File: config.mk
export PLATFORM = sky130hd
export DESIGN_NAME = bram_readback_streamer
export DESIGN_NICKNAME = d
export VERILOG_FILES = /design/src/rtl/bram_readback_pkg.sv /design/src/rtl/rb_beat_fifo.sv /design/src/rtl/bram_readback_streamer.sv
export SDC_FILE = /design/constraint.sdc
export NUM_CORES = 1
export LEC_CHECK = 0
export CAP_MARGIN = 20
export CORE_UTILIZATION = 40
export DETAILED_ROUTE_END_ITERATION = 10
export RECOVER_POWER = 25
export SLEW_MARGIN = 30
export SYNTH_ARGS = -nofsm -noshare
export SYNTH_HDL_FRONTEND = slang
export SYNTH_SLANG_ARGS = --single-unit
File: constraint.sdc
create_clock -name clk -period 2.6 [get_ports clk]
set_input_delay 0.52 -clock clk [delete_from_list [all_inputs] [get_ports clk]]
set_output_delay 0.52 -clock clk [all_outputs]
set_load 0.01 [all_outputs]
File: src/rtl/bram_readback_pkg.sv
// Shared types and default sizes for the block-RAM readback streamer.
package bram_readback_pkg;

    localparam int unsigned DEFAULT_WID_MEM   = 18;
    localparam int unsigned DEFAULT_DEPTH_MEM = 2048;
    localparam int unsigned DEFAULT_ADDR_W    = 11;

    typedef enum logic [1:0] {
        IDLE  = 2'd0,
        READ  = 2'd1,
        DRAIN = 2'd2
    } rb_state_t;

    typedef struct packed {
        logic [DEFAULT_WID_MEM-1:0] data;
        logic [DEFAULT_ADDR_W-1:0]  addr;
        logic                       last;
    } rb_beat_t;

endpackage

File: src/rtl/rb_beat_fifo.sv
// First-word-fall-through beat FIFO; head, valid and count all come straight from flops.
module rb_beat_fifo
    import bram_readback_pkg::*;
#(
    parameter int unsigned DEPTH = 4,
    localparam int unsigned PTR_W = $clog2(DEPTH),
    localparam int unsigned CNT_W = $clog2(DEPTH + 1)
) (
    input  logic             clk,
    input  logic             reset,
    input  logic             push_i,
    input  rb_beat_t         push_beat_i,
    input  logic             pop_i,
    output logic             valid_o,
    output rb_beat_t         head_o,
    output logic [CNT_W-1:0] count_o
);

    rb_beat_t         mem_q [DEPTH];
    rb_beat_t         head_q, head_d;
    logic [PTR_W-1:0] wr_ptr_q, wr_ptr_d, rd_ptr_q, rd_ptr_d;
    logic [CNT_W-1:0] count_q, count_d;
    logic             valid_q, valid_d;
    logic             do_pop;

    assign do_pop = pop_i && valid_q;

    // Pointer/count update and look-ahead of the next head entry.
    always_comb begin
        count_d  = count_q;
        wr_ptr_d = push_i ? wr_ptr_q + PTR_W'(1) : wr_ptr_q;
        rd_ptr_d = do_pop ? rd_ptr_q + PTR_W'(1) : rd_ptr_q;
        if (push_i && !do_pop) begin
            count_d = count_q + CNT_W'(1);
        end else if (!push_i && do_pop) begin
            count_d = count_q - CNT_W'(1);
        end
        // When the FIFO is (or becomes) empty the incoming beat is the new head.
        if ((count_q == '0) || ((count_q == CNT_W'(1)) && do_pop)) begin
            head_d = push_beat_i;
        end else begin
            head_d = mem_q[rd_ptr_d];
        end
        valid_d = (count_d != '0);
    end

    // Control registers.
    always_ff @(posedge clk) begin
        if (reset) begin
            wr_ptr_q <= '0;
            rd_ptr_q <= '0;
            count_q  <= '0;
            valid_q  <= 1'b0;
            head_q   <= '0;
        end else begin
            wr_ptr_q <= wr_ptr_d;
            rd_ptr_q <= rd_ptr_d;
            count_q  <= count_d;
            valid_q  <= valid_d;
            head_q   <= head_d;
        end
    end

    // Storage array; contents need no reset.
    always_ff @(posedge clk) begin
        if (push_i) begin
            mem_q[wr_ptr_q] <= push_beat_i;
        end
    end

    assign valid_o = valid_q;
    assign head_o  = head_q;
    assign count_o = count_q;

endmodule

File: src/rtl/bram_readback_streamer.sv
// Streams every word of a block RAM out in address order over valid/ready.
// Optional feature macro: CHECKSUM_EN adds a running mod-2^32 sum of transferred words.
module bram_readback_streamer
    import bram_readback_pkg::*;
#(
    parameter int unsigned WID_MEM    = DEFAULT_WID_MEM,
    parameter int unsigned DEPTH_MEM  = DEFAULT_DEPTH_MEM,
    parameter int unsigned ADDR_W     = DEFAULT_ADDR_W,
    parameter int unsigned FIFO_DEPTH = 4
) (
    input  logic               clk,
    input  logic               reset,
    input  logic               start,
    output logic               busy,
    output logic               done,
    output logic [ADDR_W-1:0]  mem_raddr,
    input  logic [WID_MEM-1:0] mem_dout,
    output logic               m_valid,
    input  logic               m_ready,
    output logic [WID_MEM-1:0] m_data,
    output logic [ADDR_W-1:0]  m_addr,
    output logic               m_last
`ifdef CHECKSUM_EN
    ,
    output logic [31:0]        checksum,
    output logic               checksum_valid
`endif
);

    localparam int unsigned CNT_W = $clog2(FIFO_DEPTH + 1);
    localparam int unsigned OCC_W = CNT_W + 1;
    localparam logic [ADDR_W-1:0] LAST_ADDR = ADDR_W'(DEPTH_MEM - 1);

    rb_state_t         state_q, state_d;
    logic [ADDR_W-1:0] raddr_q, raddr_d;
    logic [ADDR_W-1:0] inflight_addr_q, inflight_addr_d;
    logic              inflight_q, inflight_d;
    logic              busy_q, busy_d;
    logic              done_q, done_d;
    logic              issue, pop, last_pop;
    logic [OCC_W-1:0]  occupancy;
    logic [CNT_W-1:0]  fifo_count;
    logic              fifo_valid;
    rb_beat_t          push_beat, head;

    // A read may only be issued if its data is guaranteed a FIFO slot.
    assign occupancy = OCC_W'(fifo_count) + OCC_W'(inflight_q);
    assign issue     = (state_q == READ) && (occupancy < OCC_W'(FIFO_DEPTH));
    assign pop       = fifo_valid && m_ready;
    assign last_pop  = pop && head.last;

    assign push_beat.data = DEFAULT_WID_MEM'(mem_dout);
    assign push_beat.addr = DEFAULT_ADDR_W'(inflight_addr_q);
    assign push_beat.last = (inflight_addr_q == LAST_ADDR);

    // Next-state logic for the FSM, address counter and in-flight tracking.
    always_comb begin
        state_d         = state_q;
        raddr_d         = raddr_q;
        busy_d          = busy_q;
        done_d          = 1'b0;
        inflight_d      = issue;
        inflight_addr_d = issue ? raddr_q : inflight_addr_q;
        case (state_q)
            IDLE: begin
                raddr_d = '0;
                if (start) begin
                    state_d = READ;
                    busy_d  = 1'b1;
                end
            end
            READ: begin
                if (issue) begin
                    if (raddr_q == LAST_ADDR) begin
                        state_d = DRAIN;
                    end else begin
                        raddr_d = raddr_q + ADDR_W'(1);
                    end
                end
            end
            DRAIN: begin
                if (last_pop) begin
                    state_d = IDLE;
                    busy_d  = 1'b0;
                    done_d  = 1'b1;
                end
            end
            default: begin
                state_d = IDLE;
                busy_d  = 1'b0;
            end
        endcase
    end

    // Control state registers.
    always_ff @(posedge clk) begin
        if (reset) begin
            state_q         <= IDLE;
            raddr_q         <= '0;
            inflight_q      <= 1'b0;
            inflight_addr_q <= '0;
            busy_q          <= 1'b0;
            done_q          <= 1'b0;
        end else begin
            state_q         <= state_d;
            raddr_q         <= raddr_d;
            inflight_q      <= inflight_d;
            inflight_addr_q <= inflight_addr_d;
            busy_q          <= busy_d;
            done_q          <= done_d;
        end
    end

    rb_beat_fifo #(
        .DEPTH (FIFO_DEPTH)
    ) u_fifo (
        .clk         (clk),
        .reset       (reset),
        .push_i      (inflight_q),
        .push_beat_i (push_beat),
        .pop_i       (m_ready),
        .valid_o     (fifo_valid),
        .head_o      (head),
        .count_o     (fifo_count)
    );

    assign busy      = busy_q;
    assign done      = done_q;
    assign mem_raddr = raddr_q;
    assign m_valid   = fifo_valid;
    assign m_data    = WID_MEM'(head.data);
    assign m_addr    = ADDR_W'(head.addr);
    assign m_last    = head.last;

`ifdef CHECKSUM_EN
    logic [31:0] sum_q, sum_d;
    logic        sum_valid_q, sum_valid_d;

    // Running sum of accepted beats, cleared by an accepted start.
    always_comb begin
        sum_d       = sum_q;
        sum_valid_d = sum_valid_q;
        if ((state_q == IDLE) && start) begin
            sum_d       = '0;
            sum_valid_d = 1'b0;
        end else if (pop) begin
            sum_d = sum_q + 32'(m_data);
        end
        if (done_d) begin
            sum_valid_d = 1'b1;
        end
    end

    // Checksum registers.
    always_ff @(posedge clk) begin
        if (reset) begin
            sum_q       <= '0;
            sum_valid_q <= 1'b0;
        end else begin
            sum_q       <= sum_d;
            sum_valid_q <= sum_valid_d;
        end
    end

    assign checksum       = sum_q;
    assign checksum_valid = sum_valid_q;
`endif

endmodule

Word-level counts from Yosys, hierarchy flattened --
Memory sizes are Yosys's and may differ from the RTL's. Cells that the tools add are included. W data, S select, Z words.
Storage, ports and cells: memories kept 1, bits in registers 65, bits in writable memories 120, logic and storage cells 68
Memory list:
- u_fifo.mem_q | words 4, bits a word 30, rd ports 1, clocked after memory_dff 0, write ports 1, line rb_beat_fifo.sv:19 | rb_beat_t mem_q [DEPTH];
Operators by class: add/sub/neg operators 6, multiplexer cells 18, bitwise gates (word level) 2, eq/ne operators 10, reduce and logical (&&, ||, !) cells 17, magnitude comparators 1
Operator list (number):
- $mux W30 | 1
- $eq A11 B11 Y1 const B | 2
- $mux W11 | 2
- $pmux W11 S2 | 1
- $add A11 B1 Y11 const B | 1
- $mux W2 | 5
- $ne A2 B2 Y1 const B | 4
- $logic_and A1 B1 Y1 | 6
- $mux W3 | 2
- $pmux W2 S3 | 1
- $reduce_and A3 Y1 | 2
- $mux W1 | 5
- $add A2 B1 Y2 const B | 2
- $add A3 B1 Y4 | 1
- $lt A4 B3 Y1 const B | 1
- $reduce_and A4 Y1 | 1
- $add A3 B1 Y3 const B | 1
- $eq A3 B1 Y1 const B | 1
- $logic_not A3 Y1 | 1
- $pmux W1 S3 | 1
- $reduce_bool A3 Y1 | 1
- $sub A3 B1 Y3 const B | 1
- $eq A2 B1 Y1 const B | 1
- $eq A2 B2 Y1 const B | 1
- other kinds (7) | 9

Longest topological paths before layout --
depth in word-level cells 5, gate-level depth with buffers 7, depth with buffers taken out 7

Cells and area by module --
Synthesis repeated with hierarchy kept, for this count alone.
Unflattened totals: cell total of the unflattened synthesis 430, area total of the unflattened synthesis 7120.6 µm²
Modules (own cells, without submodules):
- rb_beat_fifo | sequential area each 4364.2 µm², area each 5828.1 µm², times used 1, cells each 291
- bram_readback_streamer | sequential area each 540.5 µm², area each 1292.5 µm², times used 1, cells each 139

Least setup slack after synthesis --
Ideal clock, no wire load.
path type input to register, start point input m_ready, end point register u_fifo.head_q (netlist bit u_fifo.head_o[10]), buffers on the path 1, slack 0.740 ns, stages on the path 5, arrival time 1.743 ns, path through and2_4 xnor2_4 buf_6 mux4_2 a22o_1
Between the ends: longest elaborated chain between the ends 4
Ends and longest elaborated chain:
- start: declaration | line bram_readback_streamer.sv:19 | input logic m_ready,
- $logic_and A1 B1 Y1 * | line rb_beat_fifo.sv:26 | assign do_pop = pop_i && valid_q;
- $mux W2 / $logic_and A1 B1 Y1 (equally long branches) | line rb_beat_fifo.sv:32, rb_beat_fifo.sv:39
- $mem_v2 Z4 W30 / $logic_or A1 B1 Y1 (equally long branches)
- $mux W30 * | line rb_beat_fifo.sv:39 | if ((count_q == '0) || ((count_q == CNT_W'(1)) && do_pop)) begin
- end signal: assignment | line rb_beat_fifo.sv:54 | head_q <= '0;
- end signal: assignment | line rb_beat_fifo.sv:60 | head_q <= head_d;
- end: declaration | line rb_beat_fifo.sv:20 | rb_beat_t head_q, head_d;
Mark *: on every way between the ends. The rest lies on a longest branch, timed or not. A chain may end at the register's enable or synchronous reset.

Worst setup path after layout --
start point input m_ready, end point register u_fifo.head_q (netlist bit u_fifo.head_o[1])
Same word-level chain as after synthesis.

==> impl_metrics.tcl <==
set metrics [dict create \
    fmax_mhz 472 \
    seq_power_share_pct 43.0 \
    dp_hpwl_mm 8.05 \
    gp_congestion 0.836 \
    via_per_inst 5.22 \
    antenna_found_initial 0 \
    avgSynthCellArea_um2 16.2 \
    synth_top_family_by_area "multiplexers" \
    worst-path-buf-inv 3 \
    cpMaxStageDelayCell "clkdlybuf4s50_1" \
    clock_latency_ns 0.43 \
    fin_nets 539 \
    async_flop_share_pct 0 \
    post_drt_wl_per_cell_um 18.0 \
    crit_type "in -> reg" \
    cts_hold_buf 0 \
    first_global_vias 3946 \
    arrival_ns 2.43 \
    place_area_um2 7990 \
    grt_pass1_wl_mm 21.5 \
    first_pass_iters 4 \
    total_power_w 0.00812 \
    synth_top_area_cell "edfxtp_1" \
    synthesis.nets 459 \
    clockRootBuffer "clkbuf_16" \
    synthAdderAreaFrac_pct 1.62 \
    drtAntennaViolNets 0 \
    cts_setup_buffers 0 \
    period_needed_ns 2.12 \
    core.rowCount 47 \
    die_w_um 134 \
    max_stage_delay_ns 0.50 \
    maxSlewViolCount 0 \
    worstHoldPathType "reg -> reg" \
    slew_headroom_pct 60.7 \
    status "complete, no violations" \
    io_pins 66 \
    synthXorXnorAreaFrac_pct 0.902 \
    cp_top_family "buffers and inverters" \
    core_um2 16800 \
    hold_viol_final 0 \
    drc_errors 0 \
    grt_start_max_net_pins 31 \
    path_common_cell "buf_12" \
    cts_tree "yes" \
    synth_seq_cells 185 \
    dieArea_um2 17900 \
    setup_viol 0 \
    synth-compound-area-share_pct 7.54 \
    max-clock-path-buffers 2 \
    overflow 0 \
    drt_iter0_markers 241 \
    clkTransAtPathRegs_ns 0.06 \
    post-route-period-util_pct 81.5 \
    area_delta_synth_final_pct 24.3 \
    synth_top_area_share_pct 52.0 \
    p_leak_nw 2.90 \
    layout_setup_ws_ns 0.480 \
    clock_sinks 185 \
    power_frac_comb_pct 23.5 \
    antennaDiodeCount 0 \
    yosysSeqAreaShare_pct 70.7 \
    synth_edf_count 120 \
    clock_skew_ns 0.0117 \
    grt_usage_pct 16.0 \
    htreeDepth 4 \
    power.internal_w 0.00613 \
    cap_violations 0 \
    final_layout_size_suffix_gt1_share_pct 16.7 \
    crit_fanout 6 \
    drt_wl_total_mm 13.3 \
    cts_inserted_buffers 17 \
    start_util_pct 41.4 \
    path_cells "clkdlybuf4s50_1, and2_4, xnor2_4, buf_12, buf_12, mux4_2, a22o_1" \
    final_cell_mix "120 x edfxtp_1, 65 x dfxtp_1, 53 x clkdlybuf4s50_1" \
    pwr-share-clk_pct 33.5 \
    power_density_nw_per_um2 942 \
    route.vias.total 3871 \
    synthDistinctLibCells 47 \
    tightest_slew_ns 0.588 \
    crit_path_start_kind "input port" \
    post_cts_resized 0 \
    tns_ns 0 \
    sw_frac_of_total_pct 24.5 \
    synthSimpleGateAreaFrac_pct 6.91 \
    pre_cts_slack_ns 0.0252 \
    yosys_warnings 0 \
    die_h_um 134 \
    final_area_um2 8620 \
    final_common_cell "edfxtp_1" \
    muxShareOfSynthArea_pct 10.2 \
    rsz0062_at_grt "false" \
    cp.required_ns 2.91 \
    io_buffers 65 \
    syn_area_um2 6930 \
    synth.top_cells.by_area "edfxtp_1 52%, dfxtp_1 19%, mux4_2 9.4%" \
    endpoint_kind "register" \
    p_sw_w 0.00199 \
    peakVddDrop_v 0.000516 \
    ys.flop_type "edfxtp_1" \
    netlist_instances 428 \
]
-- worst register-to-register path, delay by kind of cell (launching register included) --
kind            cells  cell delay, ns
simple gates        2            0.57
fa+ha+maj           2            0.45
flops               1            0.43
compound gates      2            0.30
buf+inv             1            0.09
-- per-stage QoR --
step | utilization (%) | std cells | hold WS [ns]
2_1_floorplan | - | 428 | 0.488
3_3_place_gp | 47.7 | 709 | 0.497
3_5_place_dp | 47.7 | 709 | 0.517
4_1_cts | 51.4 | 741 | 0.529
5_1_grt | 51.4 | 741 | 0.554
6_report | 51.4 | 741 | 0.526
-- Yosys cell counts (all sizes together) (2+ instances only) --
| master | count |
|---|---|
| edfxtp | 120 |
| dfxtp | 65 |
| nand2 | 32 |
| a22o | 30 |
| mux4 | 30 |
| a21oi | 15 |
| nand3 | 14 |
| nor2 | 14 |
| clkbuf | 13 |
| inv | 11 |
| ha | 9 |
| and2 | 8 |
| buf | 7 |
| nand4 | 6 |
| a31oi | 5 |
| xnor2 | 5 |
| nor3 | 4 |
| mux2i | 3 |
| nor2b | 3 |
| o21ai | 3 |
| or3 | 3 |
| a211oi | 2 |
| a311oi | 2 |
| a31o | 2 |
| and3b | 2 |
| and4 | 2 |
| nand2b | 2 |
| o211ai | 2 |
| o31ai | 2 |
-- worst paths after layout --
check / startpoint / cells past startpoint / slack (ns) / end
hold reg to reg: mem_raddr[9]$_SDFFE_PP0P_ / 2 / 0.53 / inflight_addr_q[9]$_SDFFE_PP0P_
hold / removal: mem_raddr[9]$_SDFFE_PP0P_ / 2 / 0.53 / inflight_addr_q[9]$_SDFFE_PP0P_
setup / recovery: m_ready / 7 / 0.48 / u_fifo.head_o[1]$_SDFF_PP0_
setup reg to reg: u_fifo.count_o[1]$_SDFF_PP0_ / 7 / 0.63 / u_fifo.valid_o$_SDFF_PP0_
-- area by class of cell --
class | count | area, µm²
inverters | 11 | 41.3
flip-flops and latches | 185 | 4900
clock buffers | 20 | 457
repair buffers | 81 | 871
multi-input cells | 212 | 1900
well taps | 220 | 275
fillers | 1368 | 8140
clock inverters | 12 | 173
-- registers in the layout, indices dropped and copies added, names as in the netlist --
name / count
state_q: 2
inflight_q: 1
u_fifo.rd_ptr_q: 2
u_fifo.valid_o: 1
busy: 1
inflight_addr_q: 11
u_fifo.head_o: 30
mem_raddr: 11
done: 1
u_fifo.count_o: 3
u_fifo.mem_q: 120
u_fifo.wr_ptr_q: 2
-- per-layer routing --
layer / GRT usage (%) / routed length (µm) / vias up
met4: 7.13 / 218 / 0
met2: 25.2 / 6440 / 88
met3: 3.58 / 505 / 15
li1: - / - / 1831
met5: 0 / 0 / -
met1: 21.4 / 6150 / 1937
-- cell families after synthesis --
kind of cell / after synthesis
XOR/XNOR: 5
flip-flops: 185
adder cells (fa/ha/maj): 9
multiplexers: 33
buffers and inverters: 31
AND/OR/NAND/NOR: 95
AO/OA/AOI/OAI: 70
-- power by group through the flow --
stage / registers [W] / logic [W] / clock network, W
6_report: 0.00349 / 0.00191 / 0.00272
5_1_grt: 0.00352 / 0.00205 / 0.00287
4_1_cts: 0.00350 / 0.00195 / 0.00276
3_5_place_dp: 0.00356 / 0.00194 / 0
3_3_place_gp: 0.00356 / 0.00192 / 0
2_1_floorplan: 0.00361 / 0.00104 / 0
Note: power is estimated with default switching activity, not from simulation.
